### src/rtl/encoder_frame_tx.sv
// Encoder-side serial frame transmitter: low start bit, FRAME_W bits MSB-first, then a high idle gap.
// Latency: the start bit appears in the cycle after accept, and the frame bits follow in the next FRAME_W cycles.
// Backpressure: pos_ready is high only in IDLE; pos_valid outside IDLE is ignored, with no queueing. Optional parity: ENC_TX_PARITY_EN.
module encoder_frame_tx #(
  parameter int FRAME_W    = 24,
  parameter int POS_W      = 19,
  parameter int POS_LSB    = 3,
  parameter int GAP_CYCLES = 4
) (
  input  logic             sck,
  input  logic             rst_n,
  input  logic [POS_W-1:0] pos_in,
  input  logic [1:0]       status_in,
  input  logic             pos_valid,
  output logic             pos_ready,
  output logic             miso,
  output logic             busy,
  output logic             frame_done
);

  // The bit counter only has to reach FRAME_W-1, and the gap counter only GAP_CYCLES-1.
  localparam int CW = (FRAME_W > 1) ? $clog2(FRAME_W) : 1;
  localparam int GW = (GAP_CYCLES > 1) ? $clog2(GAP_CYCLES) : 1;

  typedef enum logic [1:0] {
    IDLE  = 2'd0,
    START = 2'd1,
    DATA  = 2'd2,
    GAP   = 2'd3
  } state_t;

  state_t             state_q, state_d;
  logic [FRAME_W-1:0] frame_q, frame_d;
  logic [FRAME_W-1:1] frame_body;
  logic               frame_par;
  logic [CW-1:0]      cnt_q, cnt_d;
  logic [GW-1:0]      gap_q, gap_d;
  logic               miso_d;
  logic               done_d;
  logic               accept;

  assign pos_ready = (state_q == IDLE);
  assign busy      = (state_q != IDLE);
  assign accept    = pos_valid && pos_ready;

  // Assemble the frame body: zero pad above the position field, then position, then {err, warn}.
  always_comb begin
    frame_body                            = '0;
    frame_body[POS_LSB +: POS_W]          = pos_in;
    frame_body[2:1]                       = status_in;
  end

`ifdef ENC_TX_PARITY_EN
  // The parity bit makes the whole frame even parity.
  assign frame_par = ^frame_body;
`else
  assign frame_par = 1'b0;
`endif

  // Next-state logic. miso and frame_done are computed for the next state,
  // so the registered outputs line up with the state they belong to.
  always_comb begin
    state_d = state_q;
    frame_d = frame_q;
    cnt_d   = cnt_q;
    gap_d   = gap_q;
    miso_d  = 1'b1;
    done_d  = 1'b0;
    case (state_q)
      IDLE: begin
        if (accept) begin
          state_d = START;
          frame_d = {frame_body, frame_par};
          miso_d  = 1'b0;
        end
      end
      START: begin
        state_d = DATA;
        cnt_d   = CW'(FRAME_W - 1);
        miso_d  = frame_q[FRAME_W-1];
      end
      DATA: begin
        if (cnt_q == '0) begin
          state_d = GAP;
          gap_d   = GW'(GAP_CYCLES - 1);
          done_d  = 1'b1;
        end else begin
          cnt_d  = cnt_q - CW'(1);
          miso_d = frame_q[cnt_d];
        end
      end
      GAP: begin
        if (gap_q == '0) begin
          state_d = IDLE;
        end else begin
          gap_d = gap_q - GW'(1);
        end
      end
      default: state_d = IDLE;
    endcase
  end

  // State and output registers. Reset drives the line idle immediately, even mid-frame.
  always_ff @(posedge sck or negedge rst_n) begin
    if (!rst_n) begin
      state_q    <= IDLE;
      frame_q    <= '0;
      cnt_q      <= '0;
      gap_q      <= '0;
      miso       <= 1'b1;
      frame_done <= 1'b0;
    end else begin
      state_q    <= state_d;
      frame_q    <= frame_d;
      cnt_q      <= cnt_d;
      gap_q      <= gap_d;
      miso       <= miso_d;
      frame_done <= done_d;
    end
  end

endmodule

### config.mk
export PLATFORM = sky130hd
export DESIGN_NAME = encoder_frame_tx
export DESIGN_NICKNAME = d
export VERILOG_FILES = /design/src/rtl/encoder_frame_tx.sv
export SDC_FILE = /design/constraint.sdc
export NUM_CORES = 1
export LEC_CHECK = 0
export CORE_MARGIN = 2
export CORE_UTILIZATION = 47
export CTS_CLUSTER_DIAMETER = 200
export CTS_CLUSTER_SIZE = 30
export DETAILED_ROUTE_END_ITERATION = 6
export PLACE_DENSITY = 0.76
export SETUP_SLACK_MARGIN = 0.1
export SKIP_LAST_GASP = 1
export SLEW_MARGIN = 20
export SYNTH_ARGS = -nofsm -noshare
export SYNTH_HDL_FRONTEND = slang
export SYNTH_SLANG_ARGS = --single-unit
### constraint.sdc
create_clock -name sck -period 1.9 [get_ports sck]
set_clock_uncertainty 0.1 [all_clocks]
set_input_delay 0.475 -clock sck [delete_from_list [all_inputs] [get_ports sck]]
set_output_delay 0.475 -clock sck [all_outputs]
set_load 0.01 [all_outputs]
Word level (Yosys, flattened, before mapping)
Cells that the tools add are included.
- output and inout bits: 4
- bits of input ports: 24
- logic and storage cells: 43
- register bits: 32
- magnitude comparators: 1
- add/subtract/negate cells: 2
- reductions and logical operators: 11
- equal/unequal tests: 8
- muxes and demuxes: 15
- operators with widths (cell ; count):
    one-hot mux 5 bit (2 select lines) ; 1
    two-way mux 2 bit ; 4
    != test 2 bit, second input constant ; 4
    one-hot mux 2 bit (4 select lines) ; 1
    < comparator 5 x 6 -> 1 bit, second input constant ; 1
    AND reduction 3 bit ; 2
    nonzero test 2 bit ; 3
    binary-select mux 1 bit (select 5 bit) ; 1
    zero test 5 bit ; 1
    two-way mux 1 bit ; 5
    two-way mux 5 bit ; 1
    subtractor 5 x 1 -> 5 bit, second input constant ; 1
    equality test 2 bit, second input constant ; 2
    zero test 2 bit ; 2
    one-hot mux 2 bit (2 select lines) ; 1
    AND reduction 2 bit ; 2
    one-hot mux 1 bit (3 select lines) ; 1
    equality test 2 x 1 -> 1 bit, second input constant ; 1
    != test 2 x 1 -> 1 bit, second input constant ; 1
    subtractor 2 x 1 -> 2 bit, second input constant ; 1
    logical AND 1 bit ; 1

Depth between registers and ports, before layout
Gate-level depths: netlist of the first run.
- depth in word-level cells: 5
- mapped depth: 7
- depth with buffers taken out: 6

Least setup slack after synthesis of the first run
OpenSTA, ideal clock, no wires.
- path kind: reg-to-reg
- start point: register cnt_q[0]
- end point: register miso
- library setup time: 89 ps
- slack: -90 ps
- arrival time: 1801 ps
- buffers on the path: 1
- period minus slack after synthesis: 1990 ps
- stages on the path, launching flop included: 8
- data required time: 1711 ps
- cell sequence: dfrtp_1 > buf_6 > inv_1 > ha_1 > xor2_1 > mux4_2 > o221ai_1 > a31oi_1
- cells in the longest elaborated chain, start to end: 5
- elaborated cells on any way between the ends: 6
- those cells by class: add/sub (1); mux (4); reduce/logical (1)
- ends and longest elaborated chain (what ; line ; text):
    start, declared ; 36 ; logic [CW-1:0] cnt_q, cnt_d;
    start signal, assigned ; 115 ; cnt_q <= cnt_d;
    subtractor 5 x 1 -> 5 bit ; 88 ; cnt_d = cnt_q - CW'(1);
    binary-select mux 1 bit (select 5 bit) ; 89 ; miso_d = frame_q[cnt_d];
    two-way mux 1 bit (not written as such) ; 89 ;
    two-way mux 1 bit * ; 83 ; if (cnt_q == '0) begin
    one-hot mux 1 bit (3 select lines) * ; 69 ; case (state_q)
    via miso_d ; 38 ; logic miso_d;
    end signal, assigned ; 117 ; miso <= miso_d;
    end, declared ; 16 ; output logic miso,
The timed path passes the listed nets; every way through them passes the cells marked *. The select of a mux whose other input is x is not followed.
A chain may end at the register's enable or synchronous reset.

Worst setup path after layout of the first run
- start point: register cnt_q[0]
- end point: register state_q[1]
- cells in the longest elaborated chain, start to end: 3
- ends and longest elaborated chain (what ; line ; text):
    zero test 5 bit ; 83 ;
    != test 2 bit (no source line) ; -- ;
    AND reduction 3 bit (no source line) ; -- ;
    end signal, assigned ; 113 ; state_q <= state_d;
    end, declared ; 32 ; state_t state_q, state_d;
No other way between the ends.

==> metrics.txt, run 1 <==
status=complete, no violations; post-layout util=67.2%; drt pass-1 iters=4; Multi-input gate area=858 um^2; gr usage total=between 10% and 20%; fmax=0.528 GHz; Post-Route WL=3.34 mm; average size of a mapped cell=12.7 um^2; most frequent cell after synthesis=dfrtp_1; DP HPWL=around 2.3 mm; RSZ-0062 raised after global routing=true; Clock Latency Late Sink=330 ps; Storage cell area=802 um^2; cell area after layout=2260 um^2; Chip Width=63.6 um; Synth Cell Area=1670 um^2; YS warnings=0; global placement routability congestion=0.813; core area=3360 um^2; CP Class=flip-flop to flip-flop; root buffer cell=clkbuf_4; critical path data required time=2020 ps; Pwr per Cell Area=1570 nW/um^2; worst-path maximum fanout=4; Final Hold Vio Count=0; Gate Count Post-Synth=132; H-tree depth reported by CTS=2; CP top delay family=simple AND/OR/NAND/NOR gates; CP cell instances=inv_4 > ha_4 > buf_6 > nor4b_4 > nor2b_2 > nor3_2 > mux2_4; worst relative slew slack=between 70 and 80%; Async S/R FF share, synth=100%; Setup-failing EPs final=0; DRC violations left=0; Die Y=~64 um; Cell Rows=21; worst hold slack=approximately 410 ps; largest net degree at the start of global routing=33; Slew Viols, Final=0; post-route ant nets=0; delay of the slowest cell on the worst path=450 ps; GRT Residual Overflow=0; Diodes inserted=0; Non-Filler Instances=229; First DRT Iteration DRCs=32; Vias=roughly 1.2k; number of clock sinks seen by CTS=32; sequential fraction of the synthesis area=48.0%; Hold-fix buffers, CTS=0; first-pass GRT wire length=about 5.7 mm; Yosys top cell area share=46.4%; placed standard-cell area=between 2000 and 2500 um^2; vias in the first global route=1280; Clock Path Buffers=2; ys flop type=dfrtp_1; share of cells above drive strength 1=41.0%; Net Count, Synth=162; Max Cap Violations=0; placed insts=about 210; antenna violations before repair=0; CP arrival=~2000 ps; Buf+Inv Stages, Crit Path=2; TritonCTS clock tree=yes; Port Buffers=27; XOR/XNOR share of the synthesized area=approximately 1.6%; Worst VDD drop=0.729 mV; Clock transition at path regs=100 ps; leading post-synthesis cells by cell area=dfrtp_1 46%, mux2_2 15%, mux4_1 4.7%, ha_1 4.5%, a21oi_1 2.1%; Area Overhead vs Synth=35.2%; largest family of logic cells by synthesized area=multiplexers; Synth Area in Simple Gates=10.5%; Yosys cell types=39; CTS buffer count=5; Compound-Gate Fraction of Synth Area=7.26%; leading area contributor after synthesis=dfrtp_1; Crit-path slowest cell=dfrtp_1; FF+latch count, synth=32; crit path capture type=flip-flop; HP Class=flip-flop to flip-flop; Post-synth EDFFs=0; fill cell total of the finished layout=268; NumNets Final=212; Tmin final=1890 ps; CP startpoint kind=flip-flop; DR WL/cell=around 15 um; post-synthesis mux area share=between 20% and 30%; Pwr Total=between 3 and 4 mW; Adder-Cell Fraction of Synth Area=4.49%; period utilization=99.7%; starting density of the core=49.7%; Least-Margin Pin Slew=397 ps; most frequent cells after synthesis=31 x dfrtp_1, 23 x mux2_2, 9 x inv_1, 7 x a21oi_1; die area=4050 um^2; routed vias/inst=roughly 5.1; Leak Pwr=1.00 nW; Ports=28
==> through the flow <==
stage	TNS (ps)	setup slack, ps
after global routing	-161	-102
after detailed placement	0	25.2
after global placement	0	84.2
after CTS	-38.1	-38.1
final	0	5.62
after floorplan	0	87.1
==> power by group <==
part	switching (mW)	total, mW	internal (mW)
sequential	0.198	1.20	1.00
combinational	0.785	1.93	1.15
clock	0.245	0.424	0.180
==> flip-flops by register name, summed over array words and instances (netlist names) <==
| signal | count |
|---|---|
| state_q | 2 |
| frame_q | 21 |
| miso | 1 |
| cnt_q | 5 |
| gap_q | 2 |
| frame_done | 1 |
==> kinds of logic (layout without fill, tap and decap cells) <==
logic type      after synthesis  in the layout
compound gates               18             18
xor+xnor                      3              3
fa+ha+maj                     6              6
buf+inv                      14             65
flops                        32             32
mux                          31             31
simple gates                 28             28
==> cell type report <==
class | count | area share [%]
repair buffers | 48 | 19.4
multi-input cells | 86 | 38.0
clock buffers | 6 | 2.27
clock inverters | 2 | 0.664
flip-flops and latches | 32 | 35.5
well taps | 46 | 2.55
inverters | 9 | 1.61
==> metal layers <==
layer,track usage [%],vias up,wire [um]
met5,0,-,0
met4,8.97,0,65
met3,5.00,4,122
met2,32.0,25,1680
met1,22.0,569,1470
li1,-,573,-
==> worst reg2reg max path, delay by kind of cell, from the launching register on <==
| kind | cells | cell delay [ps] |
|---|---|---|
| mux | 1 | 320 |
| simple gates | 3 | 570 |
| fa+ha+maj | 1 | 160 |
| buf+inv | 2 | 200 |
| flops | 1 | 450 |
==> cell usage in the layout, fill, tap and decap left out, types with 3 or more instances in the layout <==
cell,count
clkbuf_4,5
buf_4,18
clkdlybuf4s50_1,23
dfrtp_1,31
inv_1,5
nor3_1,3
mux4_1,3
mux2_2,22
inv_2,3
a21oi_1,6
mux2_4,3
ha_1,4
nor2_1,6
nand2_1,6
==> final timing paths <==
kind	from	endpoint	slack [ps]	cells after the start
setup / recovery	cnt_q[0]$_DFFE_PN0P_	state_q[1]$_DFFE_PN0P_	6	7
hold reg to reg	frame_q[16]$_DFFE_PN0P_	frame_q[16]$_DFFE_PN0P_	410	1
min in group asynchronous	rst_n	frame_q[19]$_DFFE_PN0P_	430	2
hold / removal	frame_q[16]$_DFFE_PN0P_	frame_q[16]$_DFFE_PN0P_	410	1
setup reg to reg	cnt_q[0]$_DFFE_PN0P_	state_q[1]$_DFFE_PN0P_	6	7
max in group asynchronous	rst_n	miso$_DFF_PN1_	940	2
==> what timing repair did <==
action                     4_1_cts  5_1_grt
setup endpoints to repair        5        8
setup buffers                    8        5
resized for setup                9       13
pin swaps                        4        5
Power figures use the tool's default switching activity.
==> run 2, diff against run 1 <==
--- a/config.mk
+++ b/config.mk
@@ -8,5 +8,5 @@
 export CORE_MARGIN = 2
 export CORE_UTILIZATION = 47
-export CTS_CLUSTER_DIAMETER = 200
+export CTS_CLUSTER_DIAMETER = 100
 export CTS_CLUSTER_SIZE = 30
 export DETAILED_ROUTE_END_ITERATION = 6
==> constraint.sdc (replaced) <==
create_clock -name sck -period 1.9 [get_ports sck]
set_clock_uncertainty 0.1 [all_clocks]
set_input_delay 0.19 -clock sck [delete_from_list [all_inputs] [get_ports sck]]
set_output_delay 0.19 -clock sck [all_outputs]
set_load 0.01 [all_outputs]
==> run 2 against run 1 <==
Worst hold slack lost 270 ps. Core utilization shrank 1.1 points. Via count shrank 1.6%. Register-to-register slack gained 40 ps. Flip-flop and latch count is the same. First-iteration DRC count grew 28%. Design area shrank 1.6%. Combinational power shrank 3%. Maximum frequency grew 2.4%. Total power shrank 1.5%. Setup slack gained 44 ps. Routed wire length shrank 4.2%. Critical path type unchanged. Critical endpoint unchanged.
==> metrics.txt, run 2 (synthesis results as in run 1) <==
Vias=1152 (-1.6%); setup TNS=0 ps (unchanged); Leak Pwr=0.977 nW (-2.7%); starting density of the core=49.7% (unchanged); Tmin final=1850 ps (-43.7 ps); CTS buffer count=5 (unchanged); core area=3360 um^2 (unchanged); post-route ant nets=0 (unchanged); critical path data required time=2010 ps (about the same); CP startpoint kind=flip-flop; CP Class=flip-flop to flip-flop; Final Hold Vio Count=0 (unchanged); R2R Setup Slk=50 ps (+40 ps); Pwr Total=3.50 mW (-1.5%); status=complete, no violations; period utilization=97.4% (-2.3 points); Port Buffers=27 (unchanged); RSZ-0062 raised after global routing=true; pre-CTS WS=38.4 ps (+13.2 ps); most frequent cells in the layout=30 x dfrtp_1, 25 x clkdlybuf4s50_1, 21 x mux2_2; die area=4050 um^2 (unchanged); Pwr per Cell Area=1580 nW/um^2 (+0.13%); antenna violations before repair=0 (unchanged); global placement routability congestion=0.769 (-5.4%); Hold-fix buffers, CTS=0 (unchanged); Post-Route WL=3.20 mm (-4.2%); Top reg by flops=frame_q; Die Y=63.6 um (unchanged); Slew Viols, Final=0 (unchanged); DP HPWL=2.27 mm (-1.2%); placed insts=208 (-0.48%); Clock transition at path regs=100 ps (about the same); largest registers=frame_q x21, cnt_q x5; gr usage total=17.6% (-1.2 points); worst-path maximum fanout=4 (unchanged); Clock Latency Late Sink=330 ps (about the same); root buffer cell=clkbuf_4; HP Class=input port to async pin; commonest non-fill, non-tap cell in the layout=dfrtp_1; first-pass GRT wire length=5.48 mm (-4.7%); crit path capture type=flip-flop; cell area after layout=2220 um^2 (-1.6%); Worst VDD drop=0.740 mV (+1.6%); Least-Margin Pin Slew=395 ps (-2.46 ps); Crit-path slowest cell=dfrtp_2; Max Cap Violations=0 (unchanged); CP arrival=1960 ps (-60 ps); vias in the first global route=1219 (-4.8%); placed standard-cell area=2070 um^2 (-0.36%); Non-Filler Instances=225 (-1.7%); Clock Path Buffers=2 (unchanged); number of clock sinks seen by CTS=32 (unchanged); drt pass-1 iters=4 (unchanged); worst hold slack=140 ps (-274 ps); Setup-failing EPs final=0 (unchanged); Ports=28 (unchanged); First DRT Iteration DRCs=41 (+28%); CP cell instances=inv_4 > ha_4 > buf_4 > nor4b_4 > nor2b_2 > nor3_2 > mux2_4; fmax=0.540 GHz (+2.4%); max reg flops=21 (unchanged); Cell Rows=21 (unchanged); TritonCTS clock tree=yes; DRC violations left=0 (unchanged); share of cells above drive strength 1=35.8% (-5.2 points); NumNets Final=209 (-1.4%); delay of the slowest cell on the worst path=450 ps (about the same); DR WL/cell=14.2 um (-2.5%); largest net degree at the start of global routing=33 (unchanged); H-tree depth reported by CTS=2 (unchanged); worst setup margin=49.4 ps (+43.7 ps); Area Overhead vs Synth=33.0%; fill cell total of the finished layout=260 (-3.0%); post-layout util=66.1% (-1.1 points); routed vias/inst=5.12 (+0.13%); Chip Width=63.6 um (unchanged); GRT Residual Overflow=0 (unchanged); worst relative slew slack=73.3% (-0.17 points); Diodes inserted=0 (unchanged)
==> run 2: cell types whose count changed in the layout (fill, tap and decap cells not counted), moves of 2 or more <==
cell             delta
buf_4               -2
clkdlybuf4s50_1     +2
clkinvlp_4          -2
inv_1               +3
inv_2               -3
==> run 2: routing by layer <==
layer / GRT usage, % / up-vias / wire [um]
met5: 0 / - / 0
met3: 6.07 / 8 / 149
met1: 21.8 / 551 / 1440
met4: 6.52 / 0 / 60
met2: 28.6 / 29 / 1560
li1: - / 564 / -
==> run 2: critical path, delay by kind of cell, from the launching register on <==
kind / cells / cell delay, ps
adder cells (fa/ha/maj): 1 / 160
multiplexers: 1 / 330
flip-flops: 1 / 450
buffers and inverters: 2 / 190
AND/OR/NAND/NOR: 3 / 500
==> run 2: where the power goes <==
group	internal (mW)	switching (mW)	total, mW
logic	1.11	0.757	1.87
clock network	0.210	0.222	0.432
registers	1.01	0.198	1.21
total	2.33	1.18	3.50
==> run 2: path summary, 6_finish.rpt <==
| path | start | endpoint | depth (start not counted) |
|---|---|---|---|
| setup / recovery | cnt_q[0]$_DFFE_PN0P_ | state_q[1]$_DFFE_PN0P_ | 7 |
| hold / removal | rst_n | gap_q[1]$_DFFE_PN0P_ | 2 |
| setup reg to reg | cnt_q[0]$_DFFE_PN0P_ | state_q[1]$_DFFE_PN0P_ | 7 |
| hold reg to reg | frame_q[6]$_DFFE_PN0P_ | frame_q[6]$_DFFE_PN0P_ | 1 |
| max in group asynchronous | rst_n | miso$_DFF_PN1_ | 2 |
| min in group sck | pos_in[13] | frame_q[16]$_DFFE_PN0P_ | 2 |
==> run 2: final cells by class <==
type	instances	area, um^2	area share [%]
Inverter	9	36.3	1.63
Timing Repair Buffer	45	419	18.9
Multi-Input combinational cell	86	842	37.9
Sequential cell	32	803	36.1
Clock buffer	7	65.1	2.93
Tap cell	46	57.6	2.59
==> run 2: repair_timing <==
action,4_1_cts,5_1_grt
endpoints found under the hold margin,0,0
setup buffers,7,3
resized for setup,3,5
pin swaps,3,0
endpoints found under the setup margin,3,5
